==> src/rtl/answer_gen_pkg.sv <==
// ---------------------------------------------------------------------------
// game_pkg -- shared types and constants for the answer generator.
//   digit_t      : one BCD digit (4 bits)
//   BCD_MAX      : largest legal BCD digit value
//   gen_state_t  : answer_gen FSM states
//   LFSR_TAPS    : tap mask for x^16+x^14+x^13+x^11+1 (bits 15,13,12,10)
//   lfsr_feedback: XOR of the tapped bits, shifted into bit 0
// ---------------------------------------------------------------------------
package game_pkg;

  typedef logic [3:0] digit_t;

  localparam digit_t BCD_MAX = 4'd9;

  typedef enum logic [1:0] {
    IDLE   = 2'd0,
    DRAW   = 2'd1,
    COMMIT = 2'd2
  } gen_state_t;

  localparam logic [15:0] LFSR_TAPS = 16'hB400;

  function automatic logic lfsr_feedback(input logic [15:0] s);
    return ^(s & LFSR_TAPS);
  endfunction

endpackage

==> src/rtl/answer_gen_if.sv <==
// ---------------------------------------------------------------------------
// answer_gen_if -- link between the comparator and the answer generator.
//   round, Max_digit          : comparator -> generator (draw request)
//   answer0..answer2          : committed BCD digits (ones, tens, hundreds)
//   answer_valid              : committed answer matches current round/width
//   busy                      : a draw is in progress
// Modports:
//   master : comparator side (drives round/Max_digit)
//   slave  : answer_gen side (drives answers and status)
// ---------------------------------------------------------------------------
interface answer_gen_if;
  import game_pkg::*;

  logic [1:0] round;
  logic [1:0] Max_digit;
  digit_t     answer0;
  digit_t     answer1;
  digit_t     answer2;
  logic       answer_valid;
  logic       busy;

  modport master (
    output round, Max_digit,
    input  answer0, answer1, answer2, answer_valid, busy
  );

  modport slave (
    input  round, Max_digit,
    output answer0, answer1, answer2, answer_valid, busy
  );

endinterface

==> src/rtl/answer_gen_lfsr16.sv <==
// ---------------------------------------------------------------------------
// lfsr16 -- free-running 16-bit Fibonacci LFSR, shifting left.
//   clk     : system clock
//   restart : asynchronous active-high reset, loads seed
//   seed    : reset value (must be nonzero, otherwise the LFSR locks up)
//   q       : current register value
// ---------------------------------------------------------------------------
module lfsr16
  import game_pkg::*;
(
  input  logic        clk,
  input  logic        restart,
  input  logic [15:0] seed,
  output logic [15:0] q
);

  logic [15:0] lfsr_q;
  logic [15:0] lfsr_d;

  always_comb begin
    lfsr_d = {lfsr_q[14:0], lfsr_feedback(lfsr_q)};
  end

  always_ff @(posedge clk or posedge restart) begin
    if (restart) begin
      lfsr_q <= seed;
    end else begin
      lfsr_q <= lfsr_d;
    end
  end

  assign q = lfsr_q;

endmodule

==> src/rtl/answer_gen.sv <==
// ---------------------------------------------------------------------------
// answer_gen -- draws the secret BCD answer for the guess comparator.
//   clk     : system clock
//   restart : asynchronous active-high reset
//   bus     : answer_gen_if.slave (round, Max_digit in; answers, status out)
// Parameters:
//   SEED      : LFSR reset value (nonzero)
//   MAX_TRIES : consecutive rejected nibbles per digit before fallback (1..15)
// A new answer is drawn after reset and whenever round or Max_digit changes.
// Digits are collected in a shadow register and copied to the outputs in a
// single COMMIT cycle, so the outputs never show a partially drawn answer.
// Optional build macro ANSWER_LEAD_NONZERO_EN: the most significant digit of
// a multi-digit answer may not be zero.
// ---------------------------------------------------------------------------
module answer_gen
  import game_pkg::*;
#(
  parameter logic [15:0] SEED      = 16'hACE1,
  parameter int unsigned MAX_TRIES = 8
) (
  input  logic         clk,
  input  logic         restart,
  answer_gen_if.slave  bus
);

  localparam logic [3:0] TRY_LAST = 4'(MAX_TRIES - 1);

  logic [15:0] lfsr;
  digit_t      cand;
  logic        unused_lfsr_hi;

  lfsr16 u_lfsr (
    .clk     (clk),
    .restart (restart),
    .seed    (SEED),
    .q       (lfsr)
  );

  assign cand           = lfsr[3:0];
  assign unused_lfsr_hi = ^lfsr[15:4];

  gen_state_t   state_q, state_d;
  logic [1:0]   round_q, round_d;
  logic [1:0]   maxd_q, maxd_d;
  logic         start_pending_q, start_pending_d;
  logic [1:0]   idx_q, idx_d;
  logic [3:0]   tries_q, tries_d;
  digit_t [2:0] shadow_q, shadow_d;
  digit_t [2:0] answer_q, answer_d;
  logic         valid_q, valid_d;
  logic         busy_q, busy_d;

  logic         trigger;
  logic [1:0]   last_idx;
  logic         lead_digit;
  logic         reject;
  logic         accept;
  digit_t       fallback_val;
  digit_t       accept_val;
  digit_t [2:0] commit_val;

  assign trigger  = start_pending_q || (bus.round != round_q) || (bus.Max_digit != maxd_q);
  assign last_idx = maxd_q - 2'd1;

`ifdef ANSWER_LEAD_NONZERO_EN
  assign lead_digit = (maxd_q >= 2'd2) && (idx_q == last_idx);
`else
  assign lead_digit = 1'b0;
`endif

  // The leading digit's fallback maps 10..15 to 1..6; a rejected zero can
  // only reach the fallback on that digit, and it is forced to 1.
  assign reject       = (cand > BCD_MAX) || (lead_digit && (cand == 4'd0));
  assign fallback_val = lead_digit ? ((cand > BCD_MAX) ? cand - 4'd9 : 4'd1)
                                   : cand - 4'd10;
  assign accept       = !reject || (tries_q == TRY_LAST);
  assign accept_val   = reject ? fallback_val : cand;

  // Digits at or above the configured width commit as zero.
  for (genvar gi = 0; gi < 3; gi++) begin : g_commit
    assign commit_val[gi] = (2'(gi) < maxd_q) ? shadow_q[gi] : 4'd0;
  end

  always_comb begin
    state_d         = state_q;
    round_d         = round_q;
    maxd_d          = maxd_q;
    start_pending_d = start_pending_q;
    idx_d           = idx_q;
    tries_d         = tries_q;
    shadow_d        = shadow_q;
    answer_d        = answer_q;
    valid_d         = valid_q;
    busy_d          = busy_q;

    if (trigger) begin
      // A trigger overrides any draw or commit in flight; the previously
      // committed answer stays on the outputs but is flagged invalid.
      round_d         = bus.round;
      maxd_d          = bus.Max_digit;
      start_pending_d = 1'b0;
      valid_d         = 1'b0;
      idx_d           = 2'd0;
      tries_d         = 4'd0;
      if (bus.Max_digit == 2'd0) begin
        state_d = IDLE;
        busy_d  = 1'b0;
      end else begin
        state_d = DRAW;
        busy_d  = 1'b1;
      end
    end else begin
      case (state_q)
        DRAW: begin
          if (accept) begin
            shadow_d[idx_q] = accept_val;
            tries_d         = 4'd0;
            if (idx_q == last_idx) begin
              state_d = COMMIT;
            end else begin
              idx_d = idx_q + 2'd1;
            end
          end else begin
            tries_d = tries_q + 4'd1;
          end
        end
        COMMIT: begin
          answer_d = commit_val;
          valid_d  = 1'b1;
          busy_d   = 1'b0;
          state_d  = IDLE;
        end
        default: begin
        end
      endcase
    end
  end

  always_ff @(posedge clk or posedge restart) begin
    if (restart) begin
      state_q         <= IDLE;
      round_q         <= 2'd0;
      maxd_q          <= 2'd0;
      start_pending_q <= 1'b1;
      idx_q           <= 2'd0;
      tries_q         <= 4'd0;
      shadow_q        <= '0;
      answer_q        <= '0;
      valid_q         <= 1'b0;
      busy_q          <= 1'b0;
    end else begin
      state_q         <= state_d;
      round_q         <= round_d;
      maxd_q          <= maxd_d;
      start_pending_q <= start_pending_d;
      idx_q           <= idx_d;
      tries_q         <= tries_d;
      shadow_q        <= shadow_d;
      answer_q        <= answer_d;
      valid_q         <= valid_d;
      busy_q          <= busy_d;
    end
  end

  assign bus.answer0      = answer_q[0];
  assign bus.answer1      = answer_q[1];
  assign bus.answer2      = answer_q[2];
  assign bus.answer_valid = valid_q;
  assign bus.busy         = busy_q;

endmodule

==> src/flat_wrapper.sv <==
// flat-port wrapper written by rule: the top's interface ports become plain ports
module answer_gen_flat import game_pkg::*;
#(
  parameter logic [15:0] SEED      = 16'hACE1,
  parameter int unsigned MAX_TRIES = 8
)
  (clk, restart, bus_round, bus_Max_digit, bus_answer0, bus_answer1, bus_answer2, bus_answer_valid, bus_busy);
  answer_gen_if bus_i ();
  input  logic clk;
  input  logic restart;
  input wire logic [$bits(bus_i.round)-1:0] bus_round;
  input wire logic [$bits(bus_i.Max_digit)-1:0] bus_Max_digit;
  output wire logic [$bits(bus_i.answer0)-1:0] bus_answer0;
  output wire logic [$bits(bus_i.answer1)-1:0] bus_answer1;
  output wire logic [$bits(bus_i.answer2)-1:0] bus_answer2;
  output wire logic [$bits(bus_i.answer_valid)-1:0] bus_answer_valid;
  output wire logic [$bits(bus_i.busy)-1:0] bus_busy;
  assign bus_i.round = bus_round;
  assign bus_i.Max_digit = bus_Max_digit;
  assign bus_answer0 = bus_i.answer0;
  assign bus_answer1 = bus_i.answer1;
  assign bus_answer2 = bus_i.answer2;
  assign bus_answer_valid = bus_i.answer_valid;
  assign bus_busy = bus_i.busy;
  answer_gen #(.SEED(SEED), .MAX_TRIES(MAX_TRIES)) u_core (.clk(clk), .restart(restart), .bus(bus_i));
endmodule
==> config.mk <==
export PLATFORM = sky130hd
export DESIGN_NAME = answer_gen_flat
export DESIGN_NICKNAME = d
export VERILOG_FILES = /design/src/rtl/answer_gen_pkg.sv /design/src/rtl/answer_gen_if.sv /design/src/rtl/answer_gen_lfsr16.sv /design/src/rtl/answer_gen.sv /design/src/flat_wrapper.sv
export SDC_FILE = /design/constraint.sdc
export NUM_CORES = 1
export LEC_CHECK = 0
export ABC_AREA = 1
export CELL_PAD_IN_SITES_DETAIL_PLACEMENT = 0
export CELL_PAD_IN_SITES_GLOBAL_PLACEMENT = 2
export CORE_MARGIN = 3
export CORE_UTILIZATION = 38
export CTS_BUF_LIST = sky130_fd_sc_hd__clkbuf_2 sky130_fd_sc_hd__clkbuf_4 sky130_fd_sc_hd__clkbuf_8
export DETAILED_ROUTE_END_ITERATION = 8
export GPL_TIMING_DRIVEN = 1
export PLACE_DENSITY = 0.88
export SLEW_MARGIN = 20
export SYNTH_ARGS = -nofsm -noshare
export SYNTH_HDL_FRONTEND = slang
export SYNTH_SLANG_ARGS = --single-unit
==> constraint.sdc <==
create_clock -name clk -period 2.3 [get_ports clk]
set_clock_uncertainty 0.2 [all_clocks]
set_input_delay 0.575 -clock clk [delete_from_list [all_inputs] [get_ports clk]]
set_output_delay 0.575 -clock clk [all_outputs]
set_load 0.05 [all_outputs]
==> flow_summary_export.csv <==
group,metric,value,unit
outcome,status,"finished clean",
sta,tightestPinTransition,0.531,ns
setup_path,critPathBufInv,1,
sta,clock.fmax,444,MHz
route,vias,1656,
clock_tree,clk_pin_slew,0.10,ns
route,drtIter0Drc,88,
global_routing,globalRouteOverflowTotal,0,
sta,tns,0,ns
yosys,ys_ff_latch,55,
finish,antennaDiodeCount,0,
global_routing,grt_pass1_wl,7570,um
setup_path,path_cells,"clkdlybuf4s50_1",
sta,max-slew-margin-rel,0.645,
floorplanning,rows,28,
setup_path,end_kind,"primary output",
sta,drv_slew,0,
setup_path,crit_type,"reg2out",
floorplanning,fp.dieH,86.2,um
route,drt_wl_total,4200,um
yosys,syn_nets,270,
finish,area_growth,19.0,%
sta,worst_slack,0.0477,ns
yosys,syn_inst,256,
setup_path,reg2reg_from,"u_core.tries_q[0]$_DFFE_PP0P_",
route,viasPerCell,4.56,
setup_path,critPathRequiredTime,1.52,ns
yosys,synth_edf_count,0,
setup_path,start_kind,"register",
route,drc,0,
clock_tree,h-tree-depth,2,
finish,fin_util,0.480,
setup_path,startpoint,"u_core.bus.answer1[1]$_DFFE_PP0P_",
clock_tree,cts.path.max_buffers,2,
yosys,avgSynthCellArea,9.56,sq um
yosys,synth_most_common_cell,"nand2_1",
yosys,synth.area.top_cells,"dfrtp_1 47%, nand2_1 12%, dfstp_2 9.7%",
yosys,synthArstFlopShare,1.00,
setup_path,cpMaxStageDelayCell,"clkdlybuf4s50_1",
clock_tree,clockRootBuffer,"clkbuf_8",
yosys,synth_top_area_cell,"dfrtp_1",
floorplanning,pin_count,20,
global_routing,grt_pass1_vias,1641,
run,drv_cap,0,
yosys,synthesis.area,2450,sq um
floorplanning,die_w,86.2,um
yosys,ys_warn_count,0,
clock_tree,hold_buffers,0,
yosys,netlist.area_leader.share,0.471,
floorplanning,coreArea,6060,sq um
clock_tree,tritoncts.num_buffers,5,
setup_path,r2r_setup_slack,0.36,ns
setup_path,path_delay_family,"buffers and inverters",
sta,rsz0062_at_grt,"false",
yosys,seq_area_frac_synth,0.567,
finish,drive_gt1_frac,0.181,
placed_design,gp_congestion,0.776,
setup_path,rr_worst_depth,8,
power,p_leak,1.52,nW
finish,instances_no_fill,363,
finish,fillers,596,
floorplanning,die-area,7440,sq um
sta,min_period,2.25,ns
sta,setup_viol,0,
sta,final.period_utilization,0.979,
clock_tree,clock_latency,0.31,ns
setup_path,r2r-end,"u_core.idx_q[1]$_DFFE_PP0P_",
global_routing,antenna_found_initial,0,
sta,hold_viol,0,
power,vdd_drop_max,430,uV
setup_path,cp-endpoint,"bus_answer1[1]",
placed_design,dp_hpwl,3190,um
worst_hold_path,min_path_type,"reg2reg",
placed_design,portBuffers,19,
global_routing,track_usage,0.129,
placed_design,place_ws,-0.121,ns
finish,final_net_count,301,
setup_path,cp_max_fo,2,
yosys,synth_flop_cell,"dfrtp_1",
floorplanning,start_util,0.404,
clock_tree,cts_tree,"done",
global_routing,grt_max_degree,26,
clock_tree,cts_num_sinks,55,
route,wl_per_cell,11.6,um
worst_hold_path,hp-start,"u_core.u_lfsr.q[14]$_DFF_PP0_",
placed_design,dp_cells,355,
setup_path,worstPathArrival,1.48,ns
setup_path,path_depth,1,
power,p_total,0.00178,W
power,powerDensity,611,nW/um^2
setup_path,max_stage_delay,0.80,ns
yosys,ys_types,27,
yosys,yosys-top-cells-count,"80 x nand2_1, 46 x dfrtp_1, 26 x inv_1",
route,antenna_left,0,
route,drtPass1Iterations,4,
-- flip-flops by register name, summed over array words and instances (netlist names) --
name and cells:
u_core.start_pending_q 1, u_core.tries_q 4, u_core.bus.answer_valid 1, u_core.shadow_q 12
u_core.bus.answer1 4, u_core.round_q 2, u_core.state_q 2, u_core.idx_q 2
u_core.bus.busy 1, u_core.bus.answer2 4, u_core.bus.answer0 4, u_core.maxd_q 2
u_core.u_lfsr.q 16
-- cells in the final DEF, fill, tap and decap left out, types with 2 or more instances in the layout --
| cell type | instances |
|---|---|
| nand2_1 | 80 |
| dfrtp_1 | 46 |
| inv_1 | 25 |
| nand3_1 | 15 |
| nor2_1 | 14 |
| nand4_1 | 14 |
| clkdlybuf4s50_1 | 14 |
| buf_4 | 13 |
| o21ai_2 | 12 |
| dfstp_2 | 9 |
| ha_1 | 8 |
| o21ai_0 | 6 |
| clkbuf_8 | 6 |
| dlymetal6s2s_1 | 4 |
| xor2_1 | 3 |
| inv_2 | 2 |
| nand2_2 | 2 |
| a21oi_1 | 2 |
| xnor2_1 | 2 |
-- timing repair --
action	in CTS	in global routing
endpoints found under the setup margin	0	4
gates resized for setup	0	4
setup buffers	0	0
-- cell families (layout without fill, tap and decap cells) --
logic type,count (synthesis),count (layout),share of synthesized area
DFF,55,55,0.567
adders and majority gates,8,8,0.0409
xor gates and xnor gates,5,5,0.0179
buffers and inverters,36,68,0.0675
other,1,1,0.00153
AOI/OAI and AO/OA,21,21,0.0624
and+or+nand+nor,130,130,0.242
-- where the power goes --
group | internal (W) | switching (W) | total (W)
Sequential | 0.000976 | 0.00000811 | 0.000984
Clock | 0.000358 | 0.000320 | 0.000678
Combinational | 0.0000431 | 0.0000736 | 0.000117
Total | 0.00138 | 0.000402 | 0.00178
-- cell type report --
| class | instances | area (sq um) | area share |
|---|---|---|---|
| flip-flops and latches | 55 | 1390 | 0.477 |
| multi-input cells | 165 | 893 | 0.307 |
| repair buffers | 32 | 308 | 0.106 |
| inverters | 28 | 108 | 0.0370 |
| well taps | 75 | 93.8 | 0.0322 |
| clock buffers | 6 | 82.6 | 0.0284 |
| clock inverters | 2 | 38.8 | 0.0133 |
-- per-stage QoR --
stage	hold slack (ns)	cell area, sq um
after floorplan	0.131	2450
after global placement	0.135	2780
after detailed placement	0.139	2780
after CTS	0.163	2900
after global routing	0.167	2910
final	0.158	2910
-- metal layers --
layer,share of wire,GRT usage,vias up
li1,-,-,877
met1,0.50,0.178,749
met2,0.44,0.200,25
met3,0.037,0.0314,5
met4,0.015,0.0467,0
met5,0,0,-
-- worst min path at each step --
stage                                                to  slack, ns  cells after the start
after floorplan            u_core.u_lfsr.q[9]$_DFF_PP0_       0.13                      0
after global placement     u_core.u_lfsr.q[9]$_DFF_PP0_       0.13                      0
after detailed placement   u_core.u_lfsr.q[9]$_DFF_PP0_       0.14                      0
after CTS                  u_core.u_lfsr.q[7]$_DFF_PP1_       0.16                      0
after global routing       u_core.u_lfsr.q[9]$_DFF_PP0_       0.17                      0
final                     u_core.u_lfsr.q[15]$_DFF_PP1_       0.16                      0
No activity file was read; power rests on OpenSTA's default activity.
